`src/rtl/ps2_frame_rx_pkg.sv`:
```
// Shared types and constants for the PS/2 frame receiver.
package ps2_rx_pkg;

  typedef enum logic [1:0] {
    ST_IDLE,
    ST_DATA,
    ST_PARITY,
    ST_STOP
  } rx_state_e;

  localparam logic [7:0] PREFIX_EXT = 8'hE0;
  localparam logic [7:0] PREFIX_REL = 8'hF0;

  localparam int unsigned TIMEOUT_CYC_DEF = 10000;

endpackage

```
`src/rtl/ps2_frame_rx_if.sv`:
```
// Pin-side inputs and decoded outputs of the PS/2 frame receiver.
interface ps2_frame_rx_if #(
  parameter int unsigned DATA_W = 8
);
  logic              ps2_clk;
  logic              ps2_data;
  logic [DATA_W-1:0] code;
  logic              new_code;
  logic              ext;
  logic              rel;
  logic              par_err;
  logic              frame_err;

  modport master (
    output ps2_clk, ps2_data,
    input  code, new_code, ext, rel, par_err, frame_err
  );

  modport slave (
    input  ps2_clk, ps2_data,
    output code, new_code, ext, rel, par_err, frame_err
  );
endinterface

```
`src/rtl/ps2_line_filter.sv`:
```
// Synchroniser, run-length glitch filter and registered falling-edge pulse
// for one asynchronous PS/2 line.
module ps2_line_filter #(
  parameter int unsigned SYNC_STAGES = 2,
  parameter int unsigned FILT_LEN    = 4
) (
  input  logic clk,
  input  logic rst_n,
  input  logic raw,
  output logic level,
  output logic fall
);

  localparam int unsigned CW = $clog2(FILT_LEN + 1);

  logic [SYNC_STAGES-1:0] sync_q;
  logic [CW-1:0]          run_q;
  logic                   synced;

  assign synced = sync_q[SYNC_STAGES-1];

  always_ff @(posedge clk or negedge rst_n) begin
    if (!rst_n) begin
      sync_q <= '1;
    end else begin
      sync_q <= {sync_q[SYNC_STAGES-2:0], raw};
    end
  end

  // The level flips only after FILT_LEN consecutive samples disagree with it.
  always_ff @(posedge clk or negedge rst_n) begin
    if (!rst_n) begin
      level <= 1'b1;
      run_q <= '0;
      fall  <= 1'b0;
    end else begin
      fall <= 1'b0;
      if (synced != level) begin
        if (run_q == CW'(FILT_LEN - 1)) begin
          level <= synced;
          run_q <= '0;
          fall  <= ~synced;
        end else begin
          run_q <= run_q + 1'b1;
        end
      end else begin
        run_q <= '0;
      end
    end
  end

endmodule

```
`src/rtl/ps2_frame_rx.sv`:
```
// PS/2 11-bit frame receiver: parity, framing and timeout checks.
// Optional E0/F0 prefix absorption when PS2_RX_PREFIX_DECODE_EN is defined.
module ps2_frame_rx
  import ps2_rx_pkg::*;
#(
  parameter int unsigned DATA_W      = 8,
  parameter int unsigned SYNC_STAGES = 2,
  parameter int unsigned FILT_LEN    = 4,
  parameter int unsigned TIMEOUT_CYC = TIMEOUT_CYC_DEF
) (
  input logic           clk,
  input logic           rst_n,
  ps2_frame_rx_if.slave bus
);

  localparam int unsigned BW = $clog2(DATA_W + 1);
  localparam int unsigned TW = $clog2(TIMEOUT_CYC);

  logic clk_fall;
  logic data_lvl;

  ps2_line_filter #(
    .SYNC_STAGES (SYNC_STAGES),
    .FILT_LEN    (FILT_LEN)
  ) u_clk_filt (
    .clk   (clk),
    .rst_n (rst_n),
    .raw   (bus.ps2_clk),
    .level (),
    .fall  (clk_fall)
  );

  ps2_line_filter #(
    .SYNC_STAGES (SYNC_STAGES),
    .FILT_LEN    (1)
  ) u_data_filt (
    .clk   (clk),
    .rst_n (rst_n),
    .raw   (bus.ps2_data),
    .level (data_lvl),
    .fall  ()
  );

  rx_state_e         state_q, state_d;
  logic [BW-1:0]     bit_cnt_q, bit_cnt_d;
  logic [DATA_W-1:0] shreg_q, shreg_d;
  logic              par_q, par_d;
  logic [TW-1:0]     tmo_q, tmo_d;
  logic [DATA_W-1:0] code_q, code_d;
  logic              new_code_q, new_code_d;
  logic              par_err_q, par_err_d;
  logic              frame_err_q, frame_err_d;
  logic              tmo_expired;

`ifdef PS2_RX_PREFIX_DECODE_EN
  localparam bit PREFIX_OK = (DATA_W == 8);

  logic ext_q, ext_d;
  logic rel_q, rel_d;
  logic ext_pend_q, ext_pend_d;
  logic rel_pend_q, rel_pend_d;

  always_ff @(posedge clk or negedge rst_n) begin
    if (!rst_n) begin
      ext_q      <= 1'b0;
      rel_q      <= 1'b0;
      ext_pend_q <= 1'b0;
      rel_pend_q <= 1'b0;
    end else begin
      ext_q      <= ext_d;
      rel_q      <= rel_d;
      ext_pend_q <= ext_pend_d;
      rel_pend_q <= rel_pend_d;
    end
  end

  assign bus.ext = ext_q;
  assign bus.rel = rel_q;
`else
  assign bus.ext = 1'b0;
  assign bus.rel = 1'b0;
`endif

  assign tmo_expired = (state_q != ST_IDLE) && (tmo_q == TW'(TIMEOUT_CYC - 1));

  always_ff @(posedge clk or negedge rst_n) begin
    if (!rst_n) begin
      state_q     <= ST_IDLE;
      bit_cnt_q   <= '0;
      shreg_q     <= '0;
      par_q       <= 1'b0;
      tmo_q       <= '0;
      code_q      <= '0;
      new_code_q  <= 1'b0;
      par_err_q   <= 1'b0;
      frame_err_q <= 1'b0;
    end else begin
      state_q     <= state_d;
      bit_cnt_q   <= bit_cnt_d;
      shreg_q     <= shreg_d;
      par_q       <= par_d;
      tmo_q       <= tmo_d;
      code_q      <= code_d;
      new_code_q  <= new_code_d;
      par_err_q   <= par_err_d;
      frame_err_q <= frame_err_d;
    end
  end

  always_comb begin
    state_d     = state_q;
    bit_cnt_d   = bit_cnt_q;
    shreg_d     = shreg_q;
    par_d       = par_q;
    code_d      = code_q;
    new_code_d  = 1'b0;
    par_err_d   = 1'b0;
    frame_err_d = 1'b0;
`ifdef PS2_RX_PREFIX_DECODE_EN
    ext_d       = ext_q;
    rel_d       = rel_q;
    ext_pend_d  = ext_pend_q;
    rel_pend_d  = rel_pend_q;
`endif

    if (state_q == ST_IDLE || clk_fall) begin
      tmo_d = '0;
    end else begin
      tmo_d = tmo_q + 1'b1;
    end

    // Expiry takes priority over a coincident bit event.
    if (tmo_expired) begin
      state_d     = ST_IDLE;
      frame_err_d = 1'b1;
      tmo_d       = '0;
    end else if (clk_fall) begin
      case (state_q)
        ST_IDLE: begin
          if (!data_lvl) begin
            state_d   = ST_DATA;
            bit_cnt_d = '0;
          end
        end
        ST_DATA: begin
          shreg_d = {data_lvl, shreg_q[DATA_W-1:1]};
          if (bit_cnt_q == BW'(DATA_W - 1)) begin
            state_d = ST_PARITY;
          end else begin
            bit_cnt_d = bit_cnt_q + 1'b1;
          end
        end
        ST_PARITY: begin
          par_d   = data_lvl;
          state_d = ST_STOP;
        end
        ST_STOP: begin
          state_d = ST_IDLE;
          if (!data_lvl) begin
            frame_err_d = 1'b1;
          end else if (^{shreg_q, par_q} == 1'b0) begin
            par_err_d = 1'b1;
          end else begin
`ifdef PS2_RX_PREFIX_DECODE_EN
            if (PREFIX_OK && shreg_q == DATA_W'(PREFIX_EXT)) begin
              ext_pend_d = 1'b1;
            end else if (PREFIX_OK && shreg_q == DATA_W'(PREFIX_REL)) begin
              rel_pend_d = 1'b1;
            end else begin
              new_code_d = 1'b1;
              code_d     = shreg_q;
              ext_d      = ext_pend_q;
              rel_d      = rel_pend_q;
              ext_pend_d = 1'b0;
              rel_pend_d = 1'b0;
            end
`else
            new_code_d = 1'b1;
            code_d     = shreg_q;
`endif
          end
        end
        default: state_d = ST_IDLE;
      endcase
    end

`ifdef PS2_RX_PREFIX_DECODE_EN
    if (frame_err_d || par_err_d) begin
      ext_pend_d = 1'b0;
      rel_pend_d = 1'b0;
    end
`endif
  end

  assign bus.code      = code_q;
  assign bus.new_code  = new_code_q;
  assign bus.par_err   = par_err_q;
  assign bus.frame_err = frame_err_q;

endmodule

```
`src/flat_wrapper.sv`:
```
// flat-port wrapper written by rule: the top's interface ports become plain ports
module ps2_frame_rx_flat import ps2_rx_pkg::*;
#(
  parameter int unsigned DATA_W      = 8,
  parameter int unsigned SYNC_STAGES = 2,
  parameter int unsigned FILT_LEN    = 4,
  parameter int unsigned TIMEOUT_CYC = TIMEOUT_CYC_DEF
)
  (clk, rst_n, bus_ps2_clk, bus_ps2_data, bus_code, bus_new_code, bus_ext, bus_rel, bus_par_err, bus_frame_err);
  ps2_frame_rx_if #(.DATA_W(DATA_W)) bus_i ();
  input logic clk;
  input logic rst_n;
  input wire logic [$bits(bus_i.ps2_clk)-1:0] bus_ps2_clk;
  input wire logic [$bits(bus_i.ps2_data)-1:0] bus_ps2_data;
  output wire logic [$bits(bus_i.code)-1:0] bus_code;
  output wire logic [$bits(bus_i.new_code)-1:0] bus_new_code;
  output wire logic [$bits(bus_i.ext)-1:0] bus_ext;
  output wire logic [$bits(bus_i.rel)-1:0] bus_rel;
  output wire logic [$bits(bus_i.par_err)-1:0] bus_par_err;
  output wire logic [$bits(bus_i.frame_err)-1:0] bus_frame_err;
  assign bus_i.ps2_clk = bus_ps2_clk;
  assign bus_i.ps2_data = bus_ps2_data;
  assign bus_code = bus_i.code;
  assign bus_new_code = bus_i.new_code;
  assign bus_ext = bus_i.ext;
  assign bus_rel = bus_i.rel;
  assign bus_par_err = bus_i.par_err;
  assign bus_frame_err = bus_i.frame_err;
  ps2_frame_rx #(.DATA_W(DATA_W), .SYNC_STAGES(SYNC_STAGES), .FILT_LEN(FILT_LEN), .TIMEOUT_CYC(TIMEOUT_CYC)) u_core (.clk(clk), .rst_n(rst_n), .bus(bus_i));
endmodule
```
`config.mk`:
```
export PLATFORM = sky130hd
export DESIGN_NAME = ps2_frame_rx_flat
export DESIGN_NICKNAME = d
export VERILOG_FILES = /design/src/rtl/ps2_frame_rx_pkg.sv /design/src/rtl/ps2_frame_rx_if.sv /design/src/rtl/ps2_line_filter.sv /design/src/rtl/ps2_frame_rx.sv /design/src/flat_wrapper.sv
export SDC_FILE = /design/constraint.sdc
export NUM_CORES = 1
export LEC_CHECK = 0
export BUFFER_PORTS_ARGS = -buffer_cell sky130_fd_sc_hd__buf_2
export CAP_MARGIN = 5
export CORE_MARGIN = 1
export CORE_UTILIZATION = 59
export CTS_CLUSTER_DIAMETER = 30
export DETAILED_ROUTE_END_ITERATION = 12
export HOLD_SLACK_MARGIN = 0.03
export MAX_ROUTING_LAYER = met4
export PLACE_DENSITY_LB_ADDON = 0.1
export SYNTH_ARGS = -nofsm -noshare
export SYNTH_HDL_FRONTEND = slang
export SYNTH_HIERARCHICAL = 1
export SYNTH_SLANG_ARGS = --single-unit
```
`constraint.sdc`:
```
create_clock -name clk -period 2.55 [get_ports clk]
set_input_delay 0.255 -clock clk [delete_from_list [all_inputs] [get_ports clk]]
set_output_delay 0.255 -clock clk [all_outputs]
set_load 0.03 [all_outputs]
```
* Yosys cells after proc, flatten, opt, wreduce, memory -nomap -nowiden *
Index checks and enable logic that the tools add are counted.

storage, ports and cells
  bits in registers = 51
  input bits = 4
  output and inout port bits = 13
  word-level logic and storage cells = 79

operators by class
  add/sub/neg operators = 4
  equal/unequal tests = 12
  muxes and demuxes = 30
  bitwise logic cells = 3
  reduce and logical (&&, ||, !) cells = 14

operators by type and width
  cell                                                                     number
  14-bit 2-to-1 mux                                                        2
  1-bit 2-to-1 mux                                                         18
  14-bit by 1-bit adder with 14-bit output, second input constant          1
  14-bit == test, second input constant                                    1
  5-bit AND reduction                                                      2
  3-bit AND reduction                                                      3
  9-bit XOR reduction                                                      1
  2-bit 2-to-1 mux                                                         4
  4-bit 2-to-1 mux                                                         2
  2-bit one-hot mux with 4 select lines                                    1
  4-bit one-hot mux with 2 select lines                                    1
  3-bit 2-to-1 mux                                                         2
  2-bit nonzero test                                                       3
  4-bit by 1-bit adder with 4-bit output, second input constant            1
  2-bit == test, second input constant                                     2
  4-bit by 3-bit == test with 1-bit output, second input constant          1
  2-bit inequality test, second input constant                             2
  2-bit AND reduction                                                      2
  3-bit by 1-bit adder with 3-bit output, second input constant            1
  3-bit by 2-bit == test with 1-bit output, second input constant          1
  3-bit by 1-bit inequality test with 1-bit output, second input constant  1
  3-bit by 2-bit inequality test with 1-bit output, second input constant  1
  1-bit NOT                                                                3
  2-bit by 1-bit == test with 1-bit output, second input constant          1
  other kinds (5)                                                          6

* Longest topological paths before layout *
Gate-level depths: netlist of run 1.

  depth in word-level cells = 6
  gate-level depth with buffers = 7

* Modules after synthesis *
The synthesis of run 1 kept the hierarchy.

modules (own cells, without submodules)
  module                                 instances  cells an instance  area each (µm²)  sequential area each (µm²)
  ps2_frame_rx                           1          168                1985.7           1001.0
  ps2_line_filter at u_core.u_clk_filt   1          15                 265.3            178.9
  ps2_line_filter at u_core.u_data_filt  1          7                  135.1            103.8

* Worst setup path before layout of run 1 *
No wires, ideal clock.

  path type = register to register
  start = register u_core.state_q[0]
  end = register u_core.code_q[0] (netlist: u_core/bus.code[0])
  library setup time = 125 ps
  arrival time = 1780 ps
  setup slack = 645 ps
  stages on the path, launching flop included = 8
  path buffers = 0
  period minus slack after synthesis = 1905 ps
  path through = dfrtp_1 inv_1 ha_1 nor4b_2 nand4_2 nand4_4 nor2_8 mux2_4

between the ends
  cells in the longest elaborated chain, start to end = 4
  elaborated cells between the ends (all ways) = 5
  those cells by class = eq/ne: 1; bitwise: 1; reduce/logical: 3

ends and longest elaborated chain
  item                             line                 source
  start, declared                  ps2_frame_rx.sv:44   rx_state_e state_q, state_d;
  start signal, assigned           ps2_frame_rx.sv:98   state_q <= state_d;
  2-bit nonzero test               ps2_frame_rx.sv:84   assign tmo_expired = (state_q != ST_IDLE) && (tmo_q == TW'(TIMEOUT_CYC - 1));
  1-bit logical AND                ps2_frame_rx.sv:84
  1-bit NOT (no line)              -
  5-bit AND reduction (no line) *  -
  end signal, assigned             ps2_frame_rx.sv:103  code_q <= code_d;
  end, declared                    ps2_frame_rx.sv:49   logic [DATA_W-1:0] code_q, code_d;

Mark *: on every way between the ends. The rest lies on a longest branch, timed or not.
A chain may end at the register's enable or synchronous reset.

* Worst setup path after layout of run 1 *
  start = register u_core.state_q[0]
  end = register u_core.bit_cnt_q[0]

between the ends
  cells in the longest elaborated chain, start to end = 4
  elaborated cells between the ends (all ways) = 10
  those cells by class = eq/ne: 3; mux: 1; bitwise: 1; reduce/logical: 5

ends and longest elaborated chain
  item                                                                         line                source
  parallel branches: the longest is 4 deep, another holds 5-bit AND reduction  -
  end signal, assigned                                                         ps2_frame_rx.sv:99  bit_cnt_q <= bit_cnt_d;
  end, declared                                                                ps2_frame_rx.sv:45  logic [BW-1:0] bit_cnt_q, bit_cnt_d;

Several ways; the timed one is not identified.

==> results of run 1 <==
==> state kept, by name, indices dropped and copies added (netlist names), 2 cells and up <==
register and flops:
u_core/u_clk_filt/sync_q 2, u_core/state_q 2, u_core/tmo_q 14, u_core/u_clk_filt/run_q 3
u_core/shreg_q 8, u_core/bus.code 8, u_core/bit_cnt_q 4, u_core/u_data_filt/sync_q 2
==> worst max-delay path, cell delays in order (launching register included) <==
cell and delay (ns):
dfrtp_1 0.40, inv_1 0.08, ha_1 0.28, nor4b_2 0.29
nand4_2 0.31, o2111ai_1 0.33, nor2_1 0.08, mux2_2 0.27
==> final cells by class <==
cell class                 instances  area (sq um)
clock buffer                       7          86.3
clock inverter                     1          5.00
fill                             281          1180
inverter                           5          18.8
multi-input combinational        130          1060
sequential                        50          1260
tap                               48          60.1
timing repair buffer              14          70.1
==> metal layers <==
metal	routed length, microns	track usage, %	part of all wire, %
met1	1680	24.9	44
met2	1960	34.7	51
met3	94	3.65	2.5
met4	88	10.9	2.3
met5	0	-	0
==> worst max path at each step <==
stage / from / depth (start not counted) / endpoint / slack (ns)
floorplan: u_core/state_q[0] / 7 / u_core/bus.code[0] / 0.65
global placement: u_core/state_q[0] / 6 / u_core/shreg_q[6] / 0.50
detailed placement: u_core/state_q[0] / 7 / u_core/bit_cnt_q[0] / 0.39
CTS: u_core/state_q[0] / 7 / u_core/bit_cnt_q[0] / 0.38
global route: u_core/state_q[0] / 7 / u_core/bit_cnt_q[0] / 0.20
finish: u_core/state_q[0] / 7 / u_core/bit_cnt_q[0] / 0.39
==> placed cells by master, fill, tap and decap left out, types with 2 or more instances in the layout <==
master     n
and3_1     4
buf_2     14
clkbuf_8   6
conb_1     2
dfrtp_1   44
dfstp_2    6
ha_1       8
inv_1      5
mux2_1     6
mux2_2     5
mux2_4     8
nand2_1   13
nand3_1    7
nand3b_1   2
nand4_1    5
nor2_1    19
nor3_1     2
nor3b_1    2
nor3b_2    2
o21ai_0    6
xnor2_1   14
xor2_1     5
==> power by group <==
part	leakage [nW]	switching (mW)	internal (mW)	total, mW
sequential	0.674	0.0640	0.863	0.927
combinational	0.511	0.162	0.118	0.280
clock	0.0482	0.243	0.219	0.462
==> through the flow <==
step	power [mW]	instance area (sq um)	setup WS, ns	utilization, %
floorplan	1.15	2360	0.645	-
global placement	1.20	2470	0.500	65.9
detailed placement	1.23	2470	0.393	65.9
CTS	1.69	2560	0.384	68.4
global route	1.76	2560	0.199	68.4
finish	1.67	2560	0.389	68.4
==> summary.txt, run 1 <==
Worst setup path
  – CP Launch Type: flip-flop
  – Crit Path Max Fanout: 9
  – R2r setup slk: around 0.39 ns
  – Worst endpoint data arrival time: 2.35 ns
  – Worst-case reg-to-reg path depth: 7
  – Worst reg2reg startpoint: u_core/state_q[0]
  – Reg2reg end: u_core/bit_cnt_q[0]
  – Critical Path RT: 2.74 ns
  – Setup CP Type: flip-flop to flip-flop
  – Crit path capture type: flip-flop

Drt
  – DRT iter0 DRCs: 76
  – DRC: 0
  – Post-DRT Antenna Nets: 0
  – Drt first pass iters: 6
  – DR vias: 1431
  – Wire per inst: about 15 microns
  – Routed wire length: 3820 microns
  – DR vias/cell: 5.61

STA
  – RSZ-0062 raised after global routing: false
  – Period utilisation layout: 84.8%
  – WHS: 0.0477 ns
  – Max Freq: 463 MHz
  – Max Slew Vio Count: 0
  – Setup TNS: 0 ns
  – Worst slew pin tran: 1.06 ns
  – Final Hold Viols: 0
  – Slew margin rel.: 29.3%
  – Setup violators final: 0
  – Tmin final: 2.16 ns
  – Clock skew: 0.00779 ns

Run
  – Max_cap viols: 0

Clock network
  – Clk slew on worst S/H paths: 0.09 ns
  – CTS resizes: 0
  – Cts bufs inserted: 5
  – Post-CTS setup buffers: 0
  – Max H-tree Level: 2
  – CTS sink count: 50
  – Bufs on Longest Clock Path: 2
  – Worst-skew pair later-pin latency: 0.30 ns
  – Hold buffers post-CTS: 0
  – CTS Root Cell: clkbuf_8
  – CTS tree: yes

Floorplan
  – Die Width: 65.3 microns
  – DIE AREA: 4260 sq um
  – Std cell rows: 22
  – Die Y: 65.3 microns
  – I/O pins: 17
  – Initial Utilization: a little over three fifths
  – Core area: around 3700 sq um

Finish
  – Final nets: roughly 220
  – Share of layout cells above drive strength 1: 24.6%
  – Final Non-Filler Cells: between 200 and 300
  – Area growth from synthesis to final layout: 8.43%
  – N_diodes: 0

Pwr
  – Power per cell area: 652 nW/um^2
  – Maximum vdd drop: 0.385 mV
  – Lkg Pwr: 1.23 nW

Placed design
  – I/O Buffers: 14
  – DP Wirelength: 2730 microns
  – Inst Count DP: around 250
  – Routability-driven placement congestion ratio: approximately 0.86

Min path
  – Hold endpoint: u_core/u_data_filt/sync_q[0]
  – HP Start: bus_ps2_data
  – Worst Hold Depth: 1
  – Min-Delay Path Class: input port to flip-flop

GRT
  – Gr usage total: 21.1%
  – Initial antenna violation count: 0
  – Vias in the first global route: 1448
  – Global route overflow: 0
  – Largest net degree at the start of global routing: just over 50
  – First-pass GRT wire length: 6480 microns

Synthesis
  – Mapped Cells: around 190
  – Synthesized area: around 2400 sq um
  – Ys Warns: 6
  – Avg Inst Size Synth: about 12 sq um

Status
  – Status: completed
(Power assumes the default switching activity.)
==> run 2: changes to the inputs <==
==> constraint.sdc (replaced) <==
create_clock -name clk -period 2.2 [get_ports clk]
set_input_delay 0.22 -clock clk [delete_from_list [all_inputs] [get_ports clk]]
set_output_delay 0.22 -clock clk [all_outputs]
set_load 0.03 [all_outputs]
==> run 2 against run 1 <==
Effect of this change:
- hold slack improved by 0.30 ns
- final area grew 2.7%
- cell count increased by 2.4%
- via count fell by 0.21%
- setup slack got worse by 0.27 ns
- power grew 22%
- wire length grew 1.2%
- register-to-register slack worse by 0.27 ns
- clock-buffer cell count shrank 2
- flip-flop and latch count unchanged
- sequential share of layout area fell by 1.3 points
- critical path type unchanged
==> summary.txt, run 2 (synthesis results as in run 1) <==
Status
  – Status: completed

Min path
  – Min-Delay Path Class: flip-flop to flip-flop

GRT
  – Gr usage total: 21.0%
  – Vias in the first global route: 1469
  – Initial antenna violation count: 0
  – Global route overflow: 0
  – Largest net degree at the start of global routing: a little over 50
  – First-pass GRT wire length: 6510 microns

Floorplan
  – I/O pins: 17
  – Die Width: 65.3 microns
  – Initial Utilization: 63.1%
  – DIE AREA: 4260 sq um
  – Std cell rows: 22
  – Core area: 3740 sq um
  – Die Y: 65.3 microns

Clock network
  – Cts bufs inserted: 5
  – Max H-tree Level: 2
  – CTS Root Cell: clkbuf_8
  – Clk slew on worst S/H paths: 0.09 ns
  – Bufs on Longest Clock Path: 2
  – CTS tree: yes
  – Worst-skew pair later-pin latency: ~0.3 ns
  – CTS sink count: 50

Worst setup path
  – Worst endpoint data arrival time: 2.28 ns
  – Crit Path Max Fanout: 8
  – Crit path capture type: flip-flop
  – Max incr delay on CP: 0.41 ns
  – Crit path max-delay family: simple AND/OR/NAND/NOR gates
  – Bufs and invs on worst path: 1
  – Critical path, cell by cell: inv_1, ha_1, nor4b_2, nand4_2, nand3_2, mux2_2
  – CP Launch Type: flip-flop
  – Critical Path RT: approximately 2.4 ns
  – Setup CP Type: flip-flop to flip-flop
  – Slowest CP cell: dfrtp_1

STA
  – Max Slew Vio Count: 0
  – WHS: about 0.35 ns
  – Worst slew pin tran: 0.596 ns
  – Tmin final: 2.08 ns
  – Final Hold Viols: 0
  – Clock skew: 0.0138 ns
  – Period utilisation layout: 94.5%
  – Max Freq: around 480 MHz
  – Setup violators final: 0
  – Slew margin rel.: 60.3%

Finish
  – Max reg flops: 14
  – Largest Register: u_core/tmo_q
  – Sequential Area: 1260 sq um
  – Most common cell after layout, fill and taps aside: dfrtp_1
  – Fill count: 274
  – Area growth from synthesis to final layout: 11.4%
  – Share of layout cells above drive strength 1: 25.8%
  – Multi-input logic area: 1060 sq um
  – N_diodes: 0
  – Commonest cells after routing, fill and taps aside: 44 x dfrtp_1, 19 x nor2_1, 14 x buf_2, 14 x xnor2_1, 13 x nand2_1
  – Final nets: around 220
  – Final Non-Filler Cells: 261

Placed design
  – I/O Buffers: 14
  – Routability-driven placement congestion ratio: 0.825
  – Inst Count DP: approximately 250
  – DP Wirelength: roughly 2700 microns

Drt
  – Wire per inst: 14.8 microns
  – DR vias/cell: 5.47
  – DRT iter0 DRCs: 63
  – DRC: 0
  – Routed wire length: 3870 microns
  – DR vias: 1428
  – Drt first pass iters: 4
  – Post-DRT Antenna Nets: 0

Run
  – Max_cap viols: 0

Pwr
  – Lkg Pwr: 1.26 nW
  – Maximum vdd drop: 0.544 mV
  – Power per cell area: around 780 nW/um^2
## run 2: final timing paths
kind                       slack [ns]                          from  depth (start not counted)                      endpoint
setup / recovery                 0.12             u_core/state_q[0]                          6             u_core/shreg_q[2]
hold / removal                   0.35  u_core/u_data_filt/sync_q[0]                          0  u_core/u_data_filt/sync_q[1]
setup reg to reg                 0.12             u_core/state_q[0]                          6             u_core/shreg_q[2]
hold reg to reg                  0.35  u_core/u_data_filt/sync_q[0]                          0  u_core/u_data_filt/sync_q[1]
max in group asynchronous        1.25                         rst_n                          3    u_core/u_clk_filt/run_q[2]
min in group asynchronous        0.54                         rst_n                          3            u_core/bus.code[4]
## run 2: routing by layer
| metal | GRT usage, % | vias to the layer above | share of wire [%] |
|---|---|---|---|
| met5 | - | - | 0 |
| met4 | 7.88 | 0 | 1.5 |
| met3 | 5.38 | 6 | 2.8 |
| met2 | 34.8 | 19 | 51 |
| met1 | 24.6 | 712 | 45 |
| li1 | - | 691 | - |
## run 2: worst reg2reg max path: stages, from the launching register on
cell	delay, ns
dfrtp_1	0.41
inv_1	0.08
ha_1	0.28
nor4b_2	0.30
nand4_2	0.28
nand3_2	0.27
mux2_2	0.36
## run 2: area by class of cell
class,count,area share (%)
flip-flops and latches,50,47.9
multi-input cells,130,40.3
repair buffers,20,4.66
clock buffers,5,2.62
well taps,48,2.28
clock inverters,3,1.52
inverters,5,0.714
## run 2: timing repair
item	in CTS	in global routing
resized for setup	0	0
setup endpoints to repair	0	21
endpoints found under the hold margin	12	0
hold buffers	3	0
buffers inserted	0	1
## run 2: where the power goes
| group | internal (mW) | leakage [nW] | switching, mW |
|---|---|---|---|
| sequential | 1.00 | 0.674 | 0.0745 |
| combinational | 0.143 | 0.529 | 0.191 |
| clock | 0.335 | 0.0579 | 0.297 |
| total | 1.48 | 1.26 | 0.562 |
## run 2: stage by stage
step | util, % | setup slack [ns] | total power, mW | area [sq um] | setup TNS (ns)
finish | 70.3 | 0.121 | 2.04 | 2630 | 0
floorplan | - | 0.295 | 1.33 | 2360 | 0
global placement | 66.3 | 0.195 | 1.39 | 2480 | 0
global route | 70.3 | -0.000917 | 2.14 | 2630 | -0.000917
CTS | 70.1 | 0.0644 | 2.06 | 2620 | 0
detailed placement | 66.3 | 0.0519 | 1.42 | 2480 | 0
==> run 3: changes to the inputs <==
==> constraint.sdc (replaced) <==
create_clock -name clk -period 2.12 [get_ports clk]
set_input_delay 0.212 -clock clk [delete_from_list [all_inputs] [get_ports clk]]
set_output_delay 0.212 -clock clk [all_outputs]
set_load 0.03 [all_outputs]
==> run 3 against run 2 <==
Effect of this change:
- critical path depth up 1
- hold slack better by 0.0064 ns
- power down 0.80%
- clock-buffer cell count up 1
- cell count up 1.1%
- highest routed layer unchanged
==> summary.txt, run 3 (synthesis results as in run 1) <==
Status
  – Status: completed

STA
  – Slew margin rel.: between 50% and 60%
  – Setup violators final: 0
  – Worst slew pin tran: roughly 0.6 ns
  – Setup TNS: 0 ns
  – Period utilisation layout: 92.6%
  – Max Freq: 509 MHz
  – Max Slew Vio Count: 0
  – Tmin final: 1.96 ns
  – Clock skew: 0.00929 ns
  – Final worst slack: 0.156 ns
  – Final Hold Viols: 0
  – RSZ-0062 raised after global routing: false

Min path
  – Worst Hold Depth: 0
  – Hold endpoint: u_core/u_data_filt/sync_q[1]
  – HP Start: u_core/u_data_filt/sync_q[0]
  – Min-Delay Path Class: flip-flop to flip-flop

Clock network
  – Worst-skew pair later-pin latency: ~0.30 ns
  – Bufs on Longest Clock Path: 2
  – Cts bufs inserted: 5
  – CTS tree: yes
  – CTS Root Cell: clkbuf_8
  – CTS sink count: 50
  – Clk slew on worst S/H paths: 0.09 ns
  – Max H-tree Level: 2
  – Post-CTS setup buffers: 0

Placed design
  – Placed cell areas: 2510 sq um
  – Setup WS pre-CTS: ~0.12 ns
  – I/O Buffers: 14
  – Routability-driven placement congestion ratio: 0.815
  – DP Wirelength: 2630 microns
  – Inst Count DP: roughly 250

Drt
  – Post-DRT Antenna Nets: 0
  – DR top layer: met4
  – M1 WL: approximately 1600 microns
  – DRC: 0
  – Wire length on met3: about 120 microns
  – Metal2 WL: around 1900 microns
  – Drt first pass iters: 4
  – Wire per inst: around 14 microns
  – DR vias: about 1.5k
  – DRT iter0 DRCs: 62
  – DR vias/cell: 5.58
  – Routed wire length: ~3700 microns

Worst setup path
  – Reg2reg end: u_core/bus.code[6]
  – R2r setup slk: 0.16 ns
  – Crit path capture type: flip-flop
  – Worst endpoint data arrival time: 2.16 ns
  – CP Launch Type: flip-flop
  – Max incr delay on CP: 0.40 ns
  – Crit Path Max Fanout: 8
  – Critical Path RT: approximately 2.3 ns
  – Cell mode on critical path: nand4_4
  – Slowest CP cell: dfrtp_1
  – Critical path, cell by cell: inv_1, ha_1, nor4b_4, nand4_4, nand4_4, nor2_8, mux2_4
  – Worst-case reg-to-reg path depth: 7
  – Setup CP Type: flip-flop to flip-flop
  – Worst reg2reg startpoint: u_core/state_q[0]

Finish
  – Area growth from synthesis to final layout: 12.8%
  – Commonest cells after routing, fill and taps aside: 44 x dfrtp_1, 19 x nor2_1, 14 x buf_2, 14 x xnor2_1, 13 x nand2_1
  – Multi-input logic area: 1090 sq um
  – Sequential Area: 1260 sq um
  – Final instance area: around 2700 sq um
  – Fill count: 261
  – Max reg flops: 14
  – Most common cell after layout, fill and taps aside: dfrtp_1
  – Final nets: around 230
  – Share of layout cells above drive strength 1: 26.9%
  – Final Non-Filler Cells: ~260
  – Largest Register: u_core/tmo_q
  – N_diodes: 0

GRT
  – First-pass GRT wire length: 6530 microns
  – Initial antenna violation count: 0
  – Largest net degree at the start of global routing: 51
  – Vias in the first global route: 1490
  – Gr usage total: between 20% and 30%
  – Global route overflow: 0

Pwr
  – Power consumption: approximately 2 mW
  – Power per cell area: between 700 and 800 nW/um^2
  – Maximum vdd drop: approximately 0.42 mV
  – Lkg Pwr: around 1.3 nW

Floorplan
  – Std cell rows: 22
  – Die Y: 65.3 microns
  – I/O pins: 17
  – DIE AREA: 4260 sq um
  – Die Width: 65.3 microns
  – Initial Utilization: 63.1%
  – Core area: 3740 sq um

Run
  – Max_cap viols: 0
## run 3: cell count changes in the layout (fill, tap and decap cells not counted), sizes merged
cell / delta
buf: +3
bufinv: -1
clkbuf: +1
clkinv: -2
clkinvlp: +2
## run 3: power breakdown
| part | switching [mW] | internal, mW |
|---|---|---|
| clock network | 0.303 | 0.233 |
| registers | 0.0751 | 1.04 |
| logic | 0.206 | 0.168 |
## run 3: final cells by class
class | instances | area share, %
timing repair buffer | 23 | 5.45
multi-input combinational | 130 | 41.0
tap | 48 | 2.26
clock buffer | 6 | 2.73
sequential | 50 | 47.3
clock inverter | 2 | 0.564
inverter | 5 | 0.705
## run 3: critical path, delay by kind of cell, from the launching register on
kind	cells	cell delay [ns]
mux	1	0.30
buf+inv	1	0.08
flops	1	0.40
fa+ha+maj	1	0.24
simple gates	4	0.84
## run 3: layer usage
layer	vias to the layer above	global-route usage, %
met5	-	-
met4	0	10.3
met3	6	5.38
met2	21	35.1
met1	744	24.9
li1	703	-
## run 3: repair_timing
action	4_1_cts	5_1_grt
resized for setup	0	4
endpoints found under the setup margin	0	16
endpoints found under the hold margin	37	0
hold buffers	3	0
## run 3: stage by stage
step / util, % / hold slack [ns]
floorplan: - / -0.0836
global placement: 67.1 / 0.316
detailed placement: 67.1 / 0.318
CTS: 70.3 / 0.350
global route: 71.1 / 0.349
finish: 71.1 / 0.353
## run 3: worst max path at each step
stage	from	end	slack (ns)	cells after the start
floorplan	u_core/state_q[0]	u_core/bus.code[0]	0.22	7
global placement	u_core/state_q[0]	u_core/bus.code[1]	0.20	7
detailed placement	u_core/state_q[0]	u_core/bus.code[6]	0.12	7
CTS	u_core/state_q[0]	u_core/shreg_q[2]	0.11	6
global route	u_core/state_q[1]	u_core/bus.code[2]	0.04	7
finish	u_core/state_q[0]	u_core/bus.code[6]	0.16	7
